**src/rtl/dmem_responder.sv**
```systemverilog
// rtl/dmem_responder.sv - data-memory responder: word RAM plus TOHOST/CYCLE/STORECNT MMIO window
//
// Purpose: answers the core's M-stage data port. Loads are combinational
// (zero latency); stores commit on the rising clk edge.
//
// Ports:
//   clk            rising-edge clock
//   reset          asynchronous active-low reset
//   MemWrite       store strobe
//   DataAdr        byte address
//   WriteData      store data
//   ReadData       combinational load data
//   tohost_valid   sticky, set by any TOHOST store
//   tohost_data    last value stored to TOHOST
//   store_count    saturating count of accepted RAM stores
//   misaligned_err sticky, set by any store with DataAdr[1:0] != 0
module dmem_responder #(
  parameter int unsigned DEPTH_WORDS = 64,
  parameter logic [31:0] MMIO_BASE   = 32'hFFFF_FF00
) (
  input  logic        clk,
  input  logic        reset,
  input  logic        MemWrite,
  input  logic [31:0] DataAdr,
  input  logic [31:0] WriteData,
  output logic [31:0] ReadData,
  output logic        tohost_valid,
  output logic [31:0] tohost_data,
  output logic [15:0] store_count,
  output logic        misaligned_err
);

  localparam int unsigned IdxW = $clog2(DEPTH_WORDS);

  // MMIO registers addressed by word offset within the 256-byte window.
  localparam logic [5:0] OffTohost   = 6'h00;
  localparam logic [5:0] OffCycle    = 6'h01;
  localparam logic [5:0] OffStoreCnt = 6'h02;

  logic [31:0]     ram [DEPTH_WORDS];
  logic [31:0]     cycleCount;
  logic            mmioHit;
  logic            aligned;
  logic [IdxW-1:0] ramIdx;
  logic [5:0]      mmioWord;

  assign mmioHit  = (DataAdr[31:8] == MMIO_BASE[31:8]);
  assign aligned  = (DataAdr[1:0] == 2'b00);
  // Upper address bits are dropped, so RAM aliases modulo DEPTH_WORDS*4.
  assign ramIdx   = DataAdr[IdxW+1:2];
  assign mmioWord = DataAdr[7:2];

  always_comb begin
    ReadData = '0;
    if (mmioHit) begin
      case (mmioWord)
        OffTohost:   ReadData = tohost_data;
        OffCycle:    ReadData = cycleCount;
        OffStoreCnt: ReadData = {16'b0, store_count};
        default:     ReadData = '0;
      endcase
    end else begin
      ReadData = ram[ramIdx];
    end
  end

  // RAM has no reset; gating on reset blocks writes on any edge seen while
  // the block is held in reset.
  always_ff @(posedge clk) begin
    if (reset && MemWrite && aligned && !mmioHit) begin
      ram[ramIdx] <= WriteData;
    end
  end

  always_ff @(posedge clk or negedge reset) begin
    if (!reset) begin
      cycleCount     <= '0;
      tohost_valid   <= 1'b0;
      tohost_data    <= '0;
      store_count    <= '0;
      misaligned_err <= 1'b0;
    end else begin
      cycleCount <= cycleCount + 32'd1;
      if (MemWrite) begin
        if (!aligned) begin
          // A misaligned store changes nothing but the error flag.
          misaligned_err <= 1'b1;
        end else if (!mmioHit) begin
          if (store_count != 16'hFFFF) begin
            store_count <= store_count + 16'd1;
          end
        end else begin
          case (mmioWord)
            OffTohost: begin
              tohost_data  <= WriteData;
              tohost_valid <= 1'b1;
            end
            OffStoreCnt: store_count <= '0;
            default: ;
          endcase
        end
      end
    end
  end

endmodule

```
**config.mk**
```make
export PLATFORM = sky130hd
export DESIGN_NAME = dmem_responder
export DESIGN_NICKNAME = d
export VERILOG_FILES = /design/src/rtl/dmem_responder.sv
export SDC_FILE = /design/constraint.sdc
export NUM_CORES = 2
export LEC_CHECK = 0
export BUFFER_PORTS_ARGS = -buffer_cell sky130_fd_sc_hd__buf_2
export CORE_ASPECT_RATIO = 1.1
export CORE_UTILIZATION = 50
export DETAILED_ROUTE_END_ITERATION = 6
export PLACE_DENSITY = 0.66
export SKIP_CTS_REPAIR_TIMING = 1
export SLEW_MARGIN = 40
export SYNTH_ARGS = -nofsm -noshare
export SYNTH_HDL_FRONTEND = slang
export SYNTH_SLANG_ARGS = --single-unit
```
**constraint.sdc**
```tcl
create_clock -name clk -period 4.1 [get_ports clk]
set_input_delay 0.82 -clock clk [delete_from_list [all_inputs] [get_ports clk]]
set_output_delay 0.82 -clock clk [all_outputs]
set_load 0.01 [all_outputs]
```
== Yosys cells after proc, flatten, opt, wreduce, memory -nomap -nowiden ==
Memory sizes are Yosys's and may differ from the RTL's.
Cells that the tools add are included.
Widths: inputs -> output; s select.

* ROM bits: 0
* Output and inout port bits: 82
* Latch bits: 0
* Input bits: 67
* Memories: 1
* Bits in writable memories: 2048
* Bits in registers: 82
* Logic and storage cells: 31

* Bitwise operators: 1
* Mux-type cells: 7
* Div/mod/pow operators: 0
* Magnitude comparators: 0
* Eq/ne operators: 5
* Add/sub/neg operators: 2
* Reduce and logical (&&, ||, !) cells: 10
* Shift operators: 0
* Multiply operators: 0

{| class="wikitable"
|+ Memories
! memory !! depth !! bits a word !! read ports !! clocked after Yosys merged registers in !! write ports !! RTL line !! RTL
|-
| ram || 64 || 32 || 1 || 0 || 1 || 40 || <nowiki>logic [31:0] ram [DEPTH_WORDS];</nowiki>
|}

{| class="wikitable"
|+ Operator list
! cell !! count
|-
| $pmux 32 s3 || 1
|-
| $mux 16 || 3
|-
| $add 32x1->32 const B || 1
|-
| $mux 32 || 1
|-
| $eq 24x24->1 const B || 1
|-
| $add 16x1->16 const B || 1
|-
| $ne 16x16->1 const B || 1
|-
| $reduce_and 4->1 || 2
|-
| $eq 6x1->1 const B || 1
|-
| $eq 6x2->1 const B || 1
|-
| $logic_not 6->1 || 1
|-
| $logic_and 1x1->1 || 3
|-
| $logic_not 2->1 || 1
|-
| $mux 1 || 2
|-
| $ne 2x1->1 const B || 1
|-
| $reduce_and 2->1 || 1
|-
| $reduce_bool 2->1 || 1
|-
| $logic_not 1->1 || 1
|-
| $not 1->1 || 1
|}

== Longest topological paths before layout ==
* Word-level depth: 5
* Depth in mapped cells: 11

== Worst setup path before layout ==
No wires, ideal clock.

* Kind: input -> register
* Start point: input port DataAdr[3]
* End point: memory ram[31][0] (enable)
* Arrival time: 3966 ps
* Cell stages on the path: 9
* Slack: -288 ps
* Buffers on the path: 6
* Required time: 3679 ps
* Cells stage by stage: buf_2 buf_2 buf_2 buf_2 buf_2 buf_2 and2_1 nand4_1 nor2_1

{| class="wikitable"
|+ RTL lines
! item !! RTL line !! RTL
|-
| start: declaration || 24 || <nowiki>input logic [31:0] DataAdr,</nowiki>
|-
| end: declaration || 40 ||
|}

Straight into the memory's write port.

== Final worst setup path ==
* Start point: input port DataAdr[2]
* End point: output port ReadData[3]

* Longest elaborated chain between the ends: 3

{| class="wikitable"
|+ Ends and longest elaborated chain
! item !! RTL line !! RTL
|-
| parallel branches: the longest is 2 deep, another holds $mem_v2 64x32 || - ||
|-
| $mux 32 * || 55 || <nowiki>if (mmioHit) begin</nowiki>
|-
| end: declaration || 26 || <nowiki>output logic [31:0] ReadData,</nowiki>
|}

Every way passes the cells marked *.

==> metrics.txt <==
clock slew at reported path FFs 0.06 ns; synthesized area 82600 sq um; critical-path maximum fanout 16; clock period minus worst slack roughly 4.1 ns; die width about 390 um; gr ovfl total 0; Power, Total around 45 mW; Root Driver clkbuf_16; Seq/Total Area, Yosys 0.769; Port-buffer cells ~150; die area between 150000 and 200000 sq um; total number of yosys warnings 0; layout cells sized above 1 0.331; maximum buffer depth of the clock tree 3; Die H approximately 430 um; Tcrit/Tclk final 1.01; Area Growth Syn to Fin 17.5%; FF+latch count, synth 2130; register area 63600 sq um; post-DP HPWL 127 mm; ys flop type edfxtp_1; Pre-antenna DRT Iters 7; R2R depth 6; Final Max Slew Viols 0; total negative slack -0.0662 ns; share of the synthesized area in the top cell type 0.744; initial antenna violation count 9; failing checks setup timing; P_leak between 30 and 40 nW; compound-cell area share of the yosys netlist 0.0294; CP Capture Type primary output; Synth Area in XOR/XNOR 0.00318; Worst Setup Path Type input port to primary output; simple-gate share of the synthesized area 0.0186; DRC 0; largest area contributor in the netlist edfxtp_1; number of synthesized flops with an enable pin ~2000; Syn Inst Count between 3000 and 4000; status complete, but fails checks; MaxCap Viol Count 0; DRT iter0 DRCs about 5000; CTS tree built; critical path required time 3.28 ns; min-delay worst type input port to async pin; RSZ-0062 raised after global routing true; maximum VDD drop between 0.4 and 0.5 mV; I/O pins roughly 150; Multi-input gate area about 19000 sq um; H-tree Lvls 4; nature of the critical path startpoint input port; mux cell area share after synthesis 0.167; GRT Total Usage 0.256; pin count of the biggest net entering global routing 67; nets approximately 4400; Post-synth ARST share 0.0385; GPL Wtd Cong between 0.8 and 0.9; DRT Wirelength 215 mm; Via Count about 42000; Peak Freq about 240 MHz; vias per cell approximately 6.3; syn avg cell area between 20 and 25 sq um; Power Dens Cells 462 nW/um^2; endpoints failing setup 3; worst-margin pin slew roughly 0.86 ns; top post-synthesis cells by area edfxtp_1 (74%), mux4_2 (12%), mux2i_1 (3.4%), dfrtp_1 (2.5%), a22oi_1 (0.93%); post-route ant nets 0; Cell variety after synth 65; data arrival time of the critical path between 3 and 4 ns; skew final between 0.015 and 0.02 ns; syn nets about 3900; FILL cells between 10000 and 15000; global-route wire length before repair between 300 and 400 mm; Starting Density 0.503; Final Hold Vio Count 0; number of global-route vias before repair 42500; Slew headroom 0.414; Num CTS Buffers 202; largest family of logic cells by synthesized area multiplexers; row count 156; clock sink count roughly 2100; wire per inst between 30 and 40 um; Clock Latency Late Sink about 0.84 ns; Core Footprint between 150000 and 200000 sq um; post-synthesis adder-cell area fraction 0.000303; PnR worst setup slack -0.0334 ns
registers in the layout (all words and copies together), names as in the netlist:
signal          cells
tohost_data        32
ram              2048
store_count        16
misaligned_err      1
cycleCount         32
tohost_valid        1
layout by cell type, fill, tap and decap left out, types with 13 or more instances in the layout:
cell	instances
buf_4	355
clkinv_2	26
clkbuf_1	47
o22ai_1	19
buf_16	13
nor2_4	63
edfxtp_1	2048
nor2_1	18
buf_6	15
nand3_1	34
nand2_1	32
buf_2	115
clkbuf_16	214
nor2b_1	25
mux2i_1	278
nand4_1	23
mux4_2	454
dfrtp_1	82
a21oi_1	60
or4_1	14
xnor2_1	25
a22oi_1	102
clkinv_1	54
bufinv_16	18
a211oi_1	13
mux2_2	65
a22o_1	16
buf_12	69
a222oi_1	16
synthesized netlist by cell type (all sizes together) (23+ instances only):
master and instances:
a21oi 61, a22oi 102, buf 127, clkbuf 85
dfrtp 82, edfxtp 2048, mux2 68, mux2i 281
mux4 454, nand2 32, nand3 34, nand4 23
nor2 81, nor2b 29, or4 24, xnor2 25
final cells by class:
type	count	share of cell area
antenna	6	0.000155
tap	2212	0.0285
clock inverter	111	0.0104
multi-input combinational	1445	0.194
sequential	2130	0.654
clock buffer	263	0.0566
inverter	5	0.000193
timing repair buffer	580	0.0557
worst max-delay path, stage by stage:
cell     delay [ns]
buf_16         0.18
buf_16         0.21
buf_12         0.15
buf_8          0.16
mux4_2         0.51
mux2i_2        0.19
a22o_1         0.20
nor4_1         0.09
buf_12         0.15
or4_1          0.41
buf_2          0.19
cell families after synthesis:
| group | Yosys count |
|---|---|
| flip-flops | 2130 |
| multiplexers | 803 |
| AO/OA/AOI/OAI | 324 |
| AND/OR/NAND/NOR | 286 |
| buffers and inverters | 217 |
| XOR/XNOR | 30 |
| adder cells (fa/ha/maj) | 2 |
stage by stage:
stage | setup slack, ns | cells | utilization | hold WS (ns) | area [sq um]
after floorplan | -0.288 | 3792 | - | 0.446 | 82700
after global placement | -0.497 | 6330 | 0.546 | 0.445 | 89600
after detailed placement | -0.243 | 6335 | 0.547 | 0.449 | 89800
after CTS | -0.334 | 6709 | 0.587 | 0.0796 | 96300
after global routing | -0.0930 | 6746 | 0.591 | 0.135 | 97100
final | -0.0334 | 6752 | 0.592 | 0.142 | 97100
worst paths after layout:
path | from | end | slack (ns)
min | reset | tohost_data[30]$_DFFE_PN0P_ | 0.14
max | DataAdr[2] | ReadData[3] | -0.03
min reg2reg | tohost_valid$_DFFE_PN0P_ | tohost_valid$_DFFE_PN0P_ | 0.46
max in group asynchronous | reset | cycleCount[11]$_DFF_PN0_ | 3.37
max reg2reg | store_count[3]$_DFFE_PN0P_ | store_count[2]$_DFFE_PN0P_ | 1.91
min in group clk | DataAdr[0] | misaligned_err$_DFFE_PN0P_ | 0.27
metal layers:
layer  GRT usage  routed length, um  vias up
met5           0                  0        -
met4      0.0789               6140        0
met3      0.0500              18100      332
met2       0.417             106000     2030
met1       0.352              84500    22700
li1            -                  -    17300
where the power goes:
group | switching (mW) | internal (mW) | total [mW]
Clock | 7.89 | 10.5 | 18.4
Sequential | 0.0444 | 23.9 | 23.9
Combinational | 1.46 | 1.05 | 2.51
No activity file was read; power rests on OpenSTA's default activity.
